## config.mk

```make
export PLATFORM = sky130hd
export DESIGN_NAME = imem_fetch_resp
export DESIGN_NICKNAME = d
export VERILOG_FILES = /design/src/rtl/imem_fetch_resp_pkg.sv /design/src/rtl/imem_fetch_resp_fifo.sv /design/src/rtl/imem_fetch_resp.sv
export SDC_FILE = /design/constraint.sdc
export NUM_CORES = 1
export LEC_CHECK = 0
export ABC_AREA = 0
export CORE_MARGIN = 5
export CORE_UTILIZATION = 25
export CTS_CLUSTER_DIAMETER = 100
export DETAILED_ROUTE_END_ITERATION = 8
export GPL_TIMING_DRIVEN = 0
export PLACE_DENSITY_LB_ADDON = 0.05
export SYNTH_ARGS = -nofsm -noshare
export SYNTH_HDL_FRONTEND = slang
export SYNTH_SLANG_ARGS = --single-unit
```

## constraint.sdc

```tcl
create_clock -name i_clk -period 3 [get_ports i_clk]
set_input_delay 0.3 -clock i_clk [delete_from_list [all_inputs] [get_ports i_clk]]
set_output_delay 0.3 -clock i_clk [all_outputs]
set_load 0.05 [all_outputs]
```

## src/rtl/imem_fetch_resp_pkg.sv

```systemverilog
// Shared types and constants for the instruction-fetch responder.
// Build option: IMEM_ACCESS_FAULT_EN enables the out-of-range check.
package imem_fetch_resp_pkg;

   localparam logic [31:0] NOP_INSTR_DEF = 32'h0000_0013;

   typedef enum logic {
      S_RUN   = 1'b0,
      S_FLUSH = 1'b1
   } if_state_e;

   typedef struct packed {
      logic [31:0] instr;
      logic [31:0] addr;
      logic        misalign;
      logic        fault;
   } rsp_t;

   // True when the byte address lies beyond the SRAM word range.
   function automatic logic out_of_range(input logic [31:0] addr, input int unsigned addr_w);
      return (addr >> (addr_w + 2)) != 32'd0;
   endfunction

endpackage

```

## src/rtl/imem_fetch_resp_fifo.sv

```systemverilog
// Generic synchronous FIFO with sync clear; data appears at head the cycle after push.
// No internal overflow guard: the caller must never push when full or pop when empty.
module imem_fetch_resp_fifo #(
   parameter int WIDTH = 66,
   parameter int DEPTH = 2
) (
   input  logic                       i_clk,
   input  logic                       i_rst,
   input  logic                       i_clr,
   input  logic                       i_push,
   input  logic [WIDTH-1:0]           i_push_dat,
   input  logic                       i_pop,
   output logic [WIDTH-1:0]           o_head_dat,
   output logic [$clog2(DEPTH):0]     o_count,
   output logic                       o_empty
);

   localparam int PTR_W = $clog2(DEPTH);
   localparam int CNT_W = PTR_W + 1;

   logic [WIDTH-1:0] mem_q [DEPTH];
   logic [PTR_W-1:0] wr_ptr_q, wr_ptr_d;
   logic [PTR_W-1:0] rd_ptr_q, rd_ptr_d;
   logic [CNT_W-1:0] cnt_q, cnt_d;

   always_comb begin
      wr_ptr_d = wr_ptr_q;
      rd_ptr_d = rd_ptr_q;
      cnt_d    = cnt_q;
      if (i_push) wr_ptr_d = wr_ptr_q + PTR_W'(1);
      if (i_pop)  rd_ptr_d = rd_ptr_q + PTR_W'(1);
      if (i_push && !i_pop)      cnt_d = cnt_q + CNT_W'(1);
      else if (!i_push && i_pop) cnt_d = cnt_q - CNT_W'(1);
   end

   always_ff @(posedge i_clk) begin
      if (i_rst || i_clr) begin
         wr_ptr_q <= '0;
         rd_ptr_q <= '0;
         cnt_q    <= '0;
      end else begin
         wr_ptr_q <= wr_ptr_d;
         rd_ptr_q <= rd_ptr_d;
         cnt_q    <= cnt_d;
      end
   end

   // Storage needs no reset; occupancy alone decides what is valid.
   always_ff @(posedge i_clk) begin
      if (i_push) mem_q[wr_ptr_q] <= i_push_dat;
   end

   assign o_head_dat = mem_q[rd_ptr_q];
   assign o_count    = cnt_q;
   assign o_empty    = (cnt_q == '0);

endmodule

```

## src/rtl/imem_fetch_resp.sv

```systemverilog
// Instruction-fetch responder: 1-cycle SRAM read, in-order responses, flush on redirect.
// Latency 1 (bypass when queue empty); ready drops once queued+in-flight fills FIFO_DEPTH. Option: IMEM_ACCESS_FAULT_EN.
module imem_fetch_resp
   import imem_fetch_resp_pkg::*;
#(
   parameter int          ADDR_W     = 10,
   parameter int          FIFO_DEPTH = 2,
   parameter logic [31:0] NOP_INSTR  = NOP_INSTR_DEF
) (
   input  logic              i_clk,
   input  logic              i_rst,
   input  logic              i_req_valid,
   output logic              o_req_ready,
   input  logic [31:0]       i_req_addr,
   input  logic              i_flush,
   output logic              o_mem_en,
   output logic [ADDR_W-1:0] o_mem_addr,
   input  logic [31:0]       i_mem_rdata,
   output logic              o_rsp_valid,
   input  logic              i_rsp_ready,
   output logic [31:0]       o_rsp_instr,
   output logic [31:0]       o_rsp_addr,
   output logic              o_rsp_misalign
`ifdef IMEM_ACCESS_FAULT_EN
   ,
   output logic              o_rsp_fault
`endif
);

   localparam int CNT_W = $clog2(FIFO_DEPTH) + 1;

   if_state_e   state_q, state_d;
   logic        inf_vld_q, inf_vld_d;
   logic [31:0] inf_addr_q, inf_addr_d;
   logic        inf_nop_q, inf_nop_d;
   logic        inf_mis_q, inf_mis_d;
   logic        inf_flt_q, inf_flt_d;

   logic             mis_w, oor_w, acc_w;
   logic [CNT_W-1:0] fifo_cnt_w, occ_w;
   logic             fifo_empty_w, fifo_push_w, fifo_pop_w;
   logic             rsp_vld_w, pop_w, bypass_pop_w;
   rsp_t             inf_ent_w, fifo_head_w, rsp_src_w;

   assign mis_w = (i_req_addr[1:0] != 2'b00);
`ifdef IMEM_ACCESS_FAULT_EN
   assign oor_w = out_of_range(i_req_addr, ADDR_W);
`else
   assign oor_w = 1'b0;
`endif

   // In-flight slot is counted so a push can never find the FIFO full.
   assign occ_w       = fifo_cnt_w + CNT_W'(inf_vld_q);
   assign o_req_ready = !i_rst && (state_q == S_RUN) && !i_flush && (occ_w < CNT_W'(FIFO_DEPTH));
   assign acc_w       = i_req_valid && o_req_ready;
   assign o_mem_en    = acc_w && !mis_w && !oor_w;
   assign o_mem_addr  = i_req_addr[ADDR_W+1:2];

   always_comb begin
      state_d    = state_q;
      inf_vld_d  = acc_w;
      inf_addr_d = inf_addr_q;
      inf_nop_d  = inf_nop_q;
      inf_mis_d  = inf_mis_q;
      inf_flt_d  = inf_flt_q;
      if (acc_w) begin
         inf_addr_d = i_req_addr;
         inf_nop_d  = mis_w || oor_w;
         inf_mis_d  = mis_w;
         inf_flt_d  = oor_w;
      end
      case (state_q)
         S_RUN:   if (i_flush) state_d = S_FLUSH;
         S_FLUSH: if (!i_flush) state_d = S_RUN;
         default: state_d = S_RUN;
      endcase
   end

   always_ff @(posedge i_clk) begin
      if (i_rst) begin
         state_q    <= S_RUN;
         inf_vld_q  <= 1'b0;
         inf_addr_q <= '0;
         inf_nop_q  <= 1'b0;
         inf_mis_q  <= 1'b0;
         inf_flt_q  <= 1'b0;
      end else begin
         state_q    <= state_d;
         inf_vld_q  <= inf_vld_d;
         inf_addr_q <= inf_addr_d;
         inf_nop_q  <= inf_nop_d;
         inf_mis_q  <= inf_mis_d;
         inf_flt_q  <= inf_flt_d;
      end
   end

   always_comb begin
      inf_ent_w          = '0;
      inf_ent_w.instr    = inf_nop_q ? NOP_INSTR : i_mem_rdata;
      inf_ent_w.addr     = inf_addr_q;
      inf_ent_w.misalign = inf_mis_q;
      inf_ent_w.fault    = inf_flt_q;
   end

   // With the queue empty the in-flight word is presented directly; once it
   // lands in the FIFO the head carries the same value, so outputs stay stable.
   assign rsp_src_w    = fifo_empty_w ? inf_ent_w : fifo_head_w;
   assign rsp_vld_w    = !i_rst && (!fifo_empty_w || inf_vld_q);
   assign pop_w        = rsp_vld_w && i_rsp_ready && !i_flush;
   assign bypass_pop_w = pop_w && fifo_empty_w;
   assign fifo_pop_w   = pop_w && !fifo_empty_w;
   assign fifo_push_w  = inf_vld_q && !i_flush && !i_rst && !bypass_pop_w;

   imem_fetch_resp_fifo #(
      .WIDTH ($bits(rsp_t)),
      .DEPTH (FIFO_DEPTH)
   ) u_fifo (
      .i_clk      (i_clk),
      .i_rst      (i_rst),
      .i_clr      (i_flush),
      .i_push     (fifo_push_w),
      .i_push_dat (inf_ent_w),
      .i_pop      (fifo_pop_w),
      .o_head_dat (fifo_head_w),
      .o_count    (fifo_cnt_w),
      .o_empty    (fifo_empty_w)
   );

   assign o_rsp_valid    = rsp_vld_w;
   assign o_rsp_instr    = rsp_vld_w ? rsp_src_w.instr    : 32'd0;
   assign o_rsp_addr     = rsp_vld_w ? rsp_src_w.addr     : 32'd0;
   assign o_rsp_misalign = rsp_vld_w ? rsp_src_w.misalign : 1'b0;
`ifdef IMEM_ACCESS_FAULT_EN
   assign o_rsp_fault    = rsp_vld_w ? rsp_src_w.fault    : 1'b0;
`else
   logic unused_fault;
   assign unused_fault = rsp_src_w.fault;
`endif

endmodule

```

==> report_table.html <==
<table>
<tr><th>Metric</th><th>Value</th></tr>
<tr><th colspan="2">Outcome</th></tr>
<tr><td>Result of the run</td><td>complete, no violations</td></tr>
<tr><th colspan="2">Critical path</th></tr>
<tr><td>Critical path startpoint</td><td>u_fifo.o_count[0]</td></tr>
<tr><td>End of the worst register-to-register path</td><td>u_fifo.mem_q[0][49]</td></tr>
<tr><td>Nature of the critical path startpoint</td><td>flip-flop</td></tr>
<tr><td>Highest net fanout along the worst path</td><td>10</td></tr>
<tr><td>Cell occurring most often along the worst timing path</td><td>buf_2</td></tr>
<tr><td>Register-to-register path setup slack</td><td>~0.96 ns</td></tr>
<tr><td>Worst Path Required</td><td>around 2.7 ns</td></tr>
<tr><td>Path type of the worst setup path</td><td>reg2out</td></tr>
<tr><td>Crit path arrival time</td><td>~2.6 ns</td></tr>
<tr><td>Kind of capture point of the worst setup path</td><td>output pin</td></tr>
<tr><td>Logic depth of the worst register-to-register path</td><td>4</td></tr>
<tr><td>Launch instance of the worst register-to-register path</td><td>inf_vld_q</td></tr>
<tr><td>Crit path max-delay cell type</td><td>dlygate4sd2_1</td></tr>
<tr><td>Max incr delay on CP</td><td>approximately 0.57 ns</td></tr>
<tr><td>Critical path capture point</td><td>o_rsp_instr[5]</td></tr>
<tr><td>Cell breakdown of the critical path</td><td>buf_2 -&gt; or2_1 -&gt; clkbuf_2 -&gt; clkbuf_4 -&gt; buf_2 -&gt; a211oi_1 -&gt; dlygate4sd2_1</td></tr>
<tr><th colspan="2">Min path</th></tr>
<tr><td>Type of the worst min-delay path</td><td>in2reg</td></tr>
<tr><th colspan="2">Route</th></tr>
<tr><td>Uppermost metal layer occupied by signal nets</td><td>met4</td></tr>
<tr><td>Total wire length</td><td>around 22000 um</td></tr>
<tr><td>Routed length on met3</td><td>884 um</td></tr>
<tr><td>Post-detailed-route count of antenna-violating nets</td><td>0</td></tr>
<tr><td>Metal2 WL</td><td>10900 um</td></tr>
<tr><td>Total via count after detailed routing</td><td>approximately 5300</td></tr>
<tr><td>Number of vias per cell</td><td>approximately 4.5</td></tr>
<tr><td>Post-DR wirelength/cell</td><td>approximately 19 um</td></tr>
<tr><td>Iteration-0 DRC Markers</td><td>260</td></tr>
<tr><td>Detailed-routing wirelength on met1</td><td>~10000 um</td></tr>
<tr><td>Detailed-routing iteration count for the pre-antenna-repair pass</td><td>4</td></tr>
<tr><td>DRC Markers</td><td>0</td></tr>
<tr><th colspan="2">Synthesis</th></tr>
<tr><td>Cell type with the highest aggregate area in the netlist</td><td>edfxtp_1</td></tr>
<tr><td>Number of enable-type register cells in the synthesized netlist</td><td>130</td></tr>
<tr><td>Dominant cells by area after synthesis</td><td>edfxtp_1, dfxtp_1, mux2i_1, a211oi_1, nor2_1</td></tr>
<tr><td>Async set-or-reset flop fraction in the synthesized netlist</td><td>0</td></tr>
<tr><td>Post-synth top flop</td><td>edfxtp_1</td></tr>
<tr><td>Sequential fraction of the synthesis area</td><td>0.632</td></tr>
<tr><td>Commonest cells post-synth</td><td>edfxtp_1, nor2_1, a211oi_1, mux2i_1, dfxtp_1</td></tr>
<tr><td>Count of yosys warnings during synthesis</td><td>0</td></tr>
<tr><td>Synth Cell Area</td><td>7440 um2</td></tr>
<tr><td>Net count of the mapped netlist</td><td>661</td></tr>
<tr><td>Syn_area_per_cell</td><td>12.6 um2</td></tr>
<tr><td>Share of the synthesized area in the top cell type</td><td>0.524</td></tr>
<tr><td>Number of standard cells after synthesis</td><td>approximately 590</td></tr>
<tr><td>Library cell with the highest instance count after synthesis</td><td>edfxtp_1</td></tr>
<tr><td>Yosys cell types</td><td>38</td></tr>
<tr><td>Post-synthesis sequential element count</td><td>between 150 and 200</td></tr>
<tr><th colspan="2">CTS</th></tr>
<tr><td>Count of clock tree sinks</td><td>170</td></tr>
<tr><td>Max Buffers Root-to-Sink</td><td>2</td></tr>
<tr><td>Clock latency reported for the late side of the worst-skew pair</td><td>around 0.42 ns</td></tr>
<tr><td>Maximum level of the CTS H-tree</td><td>4</td></tr>
<tr><td>Buffer count from post-CTS setup fixing</td><td>0</td></tr>
<tr><td>Number of buffers inserted during clock tree synthesis</td><td>17</td></tr>
<tr><td>Clock tree root driver cell</td><td>clkbuf_16</td></tr>
<tr><td>Clock edge transition at the registers on the reported setup and hold paths</td><td>~0.07 ns</td></tr>
<tr><td>Clock tree from TritonCTS</td><td>built</td></tr>
<tr><th colspan="2">Global route</th></tr>
<tr><td>Wire length of the first global-routing pass</td><td>33700 um</td></tr>
<tr><td>Overflow left after global routing</td><td>0</td></tr>
<tr><td>Maximum number of pins on one net before global-route repair</td><td>between 40 and 50</td></tr>
<tr><td>Vias in the first global route</td><td>approximately 5700</td></tr>
<tr><td>GRT Overall Usage</td><td>0.132</td></tr>
<tr><td>Initial antenna violation count</td><td>0</td></tr>
<tr><th colspan="2">STA</th></tr>
<tr><td>Peak clock frequency supported by timing</td><td>~0.35 GHz</td></tr>
<tr><td>Total of endpoints with negative setup slack in the final report</td><td>0</td></tr>
<tr><td>Hold Fails Final Rpt</td><td>0</td></tr>
<tr><td>Minimum clock period after layout</td><td>~2.9 ns</td></tr>
<tr><td>WHS</td><td>about 0.42 ns</td></tr>
<tr><td>Slew of the pin with the lowest slew margin</td><td>approximately 0.85 ns</td></tr>
<tr><td>RSZ-0062 raised after global routing</td><td>false</td></tr>
<tr><td>Headroom to the max-slew limit</td><td>0.433</td></tr>
<tr><td>Final max-slew violation count</td><td>0</td></tr>
<tr><td>Clock Skews</td><td>0.00959 ns</td></tr>
<tr><td>Period utilisation layout</td><td>0.952</td></tr>
<tr><th colspan="2">Pwr</th></tr>
<tr><td>Switching power as a share of total power</td><td>0.229</td></tr>
<tr><td>Logic gate share of total power</td><td>0.071</td></tr>
<tr><td>Clock power share</td><td>0.427</td></tr>
<tr><td>Proportion of power drawn by flip-flops and latches</td><td>0.502</td></tr>
<tr><td>Internal cell power</td><td>about 4000 uW</td></tr>
<tr><td>Power density over the cells</td><td>518 nW/um2</td></tr>
<tr><td>Power dissipated by switching net loads</td><td>around 1200 uW</td></tr>
<tr><td>Leak Pwr</td><td>around 0.0035 uW</td></tr>
<tr><td>Largest vdd supply drop</td><td>about 0.00031 V</td></tr>
<tr><th colspan="2">Cells and area</th></tr>
<tr><td>Filler Cells Inserted</td><td>about 3000</td></tr>
<tr><td>Layout cells sized above 1</td><td>0.170</td></tr>
<tr><td>Combined flip-flop and latch cell area</td><td>~4700 um2</td></tr>
<tr><td>Area of the multi-input gates</td><td>between 2000 and 2500 um2</td></tr>
<tr><td>Design area</td><td>a little under 10000 um2</td></tr>
<tr><td>Total number of nets in the final design</td><td>828</td></tr>
<tr><td>P&amp;R area growth vs syn</td><td>33.3%</td></tr>
<tr><td>Count of antenna diodes in the layout</td><td>0</td></tr>
<tr><th colspan="2">Floorplan</th></tr>
<tr><td>Full die area</td><td>roughly 33000 um2</td></tr>
<tr><td>Starting Density</td><td>0.252</td></tr>
<tr><td>Placeable Area</td><td>around 30000 um2</td></tr>
<tr><td>Height of the die</td><td>between 150 and 200 um</td></tr>
<tr><td>I/O pin total</td><td>147</td></tr>
<tr><td>Die width</td><td>roughly 180 um</td></tr>
<tr><td>Standard-cell row count</td><td>63</td></tr>
<tr><th colspan="2">Placed design</th></tr>
<tr><td>DP HPWL</td><td>14600 um</td></tr>
<tr><td>Placer's final routability congestion estimate</td><td>roughly 0.71</td></tr>
<tr><td>Placed Area</td><td>around 9500 um2</td></tr>
<tr><td>Number of I/O port buffers</td><td>~150</td></tr>
<tr><th colspan="2">Run</th></tr>
<tr><td>Max-cap violations</td><td>0</td></tr>
</table>
## cells by family (layout without fill, tap and decap cells)
kind of cell	Yosys count	in the layout	share of synthesized area
adders and majority gates	1	1	0.00168
xor gates and xnor gates	3	3	0.00353
DFF	170	170	0.632
buffers and inverters	96	276	0.0629
and+or+nand+nor	115	115	0.0758
muxes	65	65	0.0874
AOI/OAI and AO/OA	141	141	0.137
## worst min path at each step
stage / depth (start not counted) / to / from / slack, ns
after global placement: 0 / u_fifo.mem_q[1][14] / inf_addr_q[13] / 0.46
final: 3 / inf_addr_q[18] / i_req_addr[18] / 0.42
after CTS: 3 / inf_addr_q[18] / i_req_addr[18] / 0.40
after floorplan: 1 / inf_addr_q[9] / i_rst / 0.37
after global routing: 3 / inf_addr_q[20] / i_req_addr[20] / 0.40
after detailed placement: 0 / u_fifo.mem_q[1][8] / inf_addr_q[7] / 0.47
## critical path, delay by kind of cell, from the launching register on
family	cells	cell delay (ns)
AO/OA/AOI/OAI	1	0.29
flip-flops	1	0.29
AND/OR/NAND/NOR	1	0.21
buffers and inverters	5	1.33
## power by group through the flow
stage	sequential [uW]	clock [uW]	combinational, uW
6_report	2580	2200	365
3_5_place_dp	2630	0	377
3_3_place_gp	2630	0	372
4_1_cts	2580	2270	373
2_1_floorplan	2630	0	199
5_1_grt	2580	2370	398
## routing by layer
| metal | global-route usage | vias to the layer above |
|---|---|---|
| li1 | - | 2535 |
| met1 | 0.170 | 2605 |
| met2 | 0.224 | 125 |
| met3 | 0.0323 | 14 |
| met4 | 0.0309 | 0 |
| met5 | 0 | - |
## stage by stage
step | worst slack (ns) | std cells | power [uW] | TNS [ns] | utilization
finish | 0.145 | 1161 | 5140 | 0 | 0.336
floorplan | 0.269 | 591 | 2820 | 0 | -
global placement | -1.72 | 1127 | 3000 | -201.16 | 0.318
detailed placement | -0.309 | 1129 | 3010 | -5.52 | 0.320
global route | 0.000133 | 1161 | 5350 | 0 | 0.336
CTS | -0.0254 | 1161 | 5230 | -0.0699 | 0.339
## cells in the final DEF, fill, tap and decap left out, drive strengths merged, types with 3 or more instances in the layout
cell type and instances:
edfxtp 130, clkdlybuf4s50 79, nor2 68, mux2i 65, a211oi 65, clkbuf 57, buf 50, inv 42
dfxtp 40, o21ai 35, o311ai 31, nor2b 30, dlygate4sd2 23, clkdlybuf4s15 15, or2 6, clkinv 6
a21oi 4, xor2 3
## flip-flops by register name, indices dropped and copies added, names as in the netlist, named ones only
name and count:
u_fifo.o_count 2, u_fifo.rd_ptr_q 1, u_fifo.mem_q 130, inf_mis_q 1, inf_vld_q 1, state_q 1, u_fifo.wr_ptr_q 1, inf_addr_q 32
## timing repair
action,4_1_cts,5_1_grt
setup endpoints to repair,67,50
resized for setup,159,67
hold endpoints to repair,0,0
hold buffers,0,0
## layout make-up
cell class	instances	share of cell area
multi-input combinational	325	0.230
clock inverter	12	0.0110
clock buffer	20	0.0482
buffer	59	0.0344
tap	390	0.0492
sequential	170	0.474
inverter	37	0.0142
timing repair buffer	148	0.138
No activity file was read; power rests on OpenSTA's default activity.
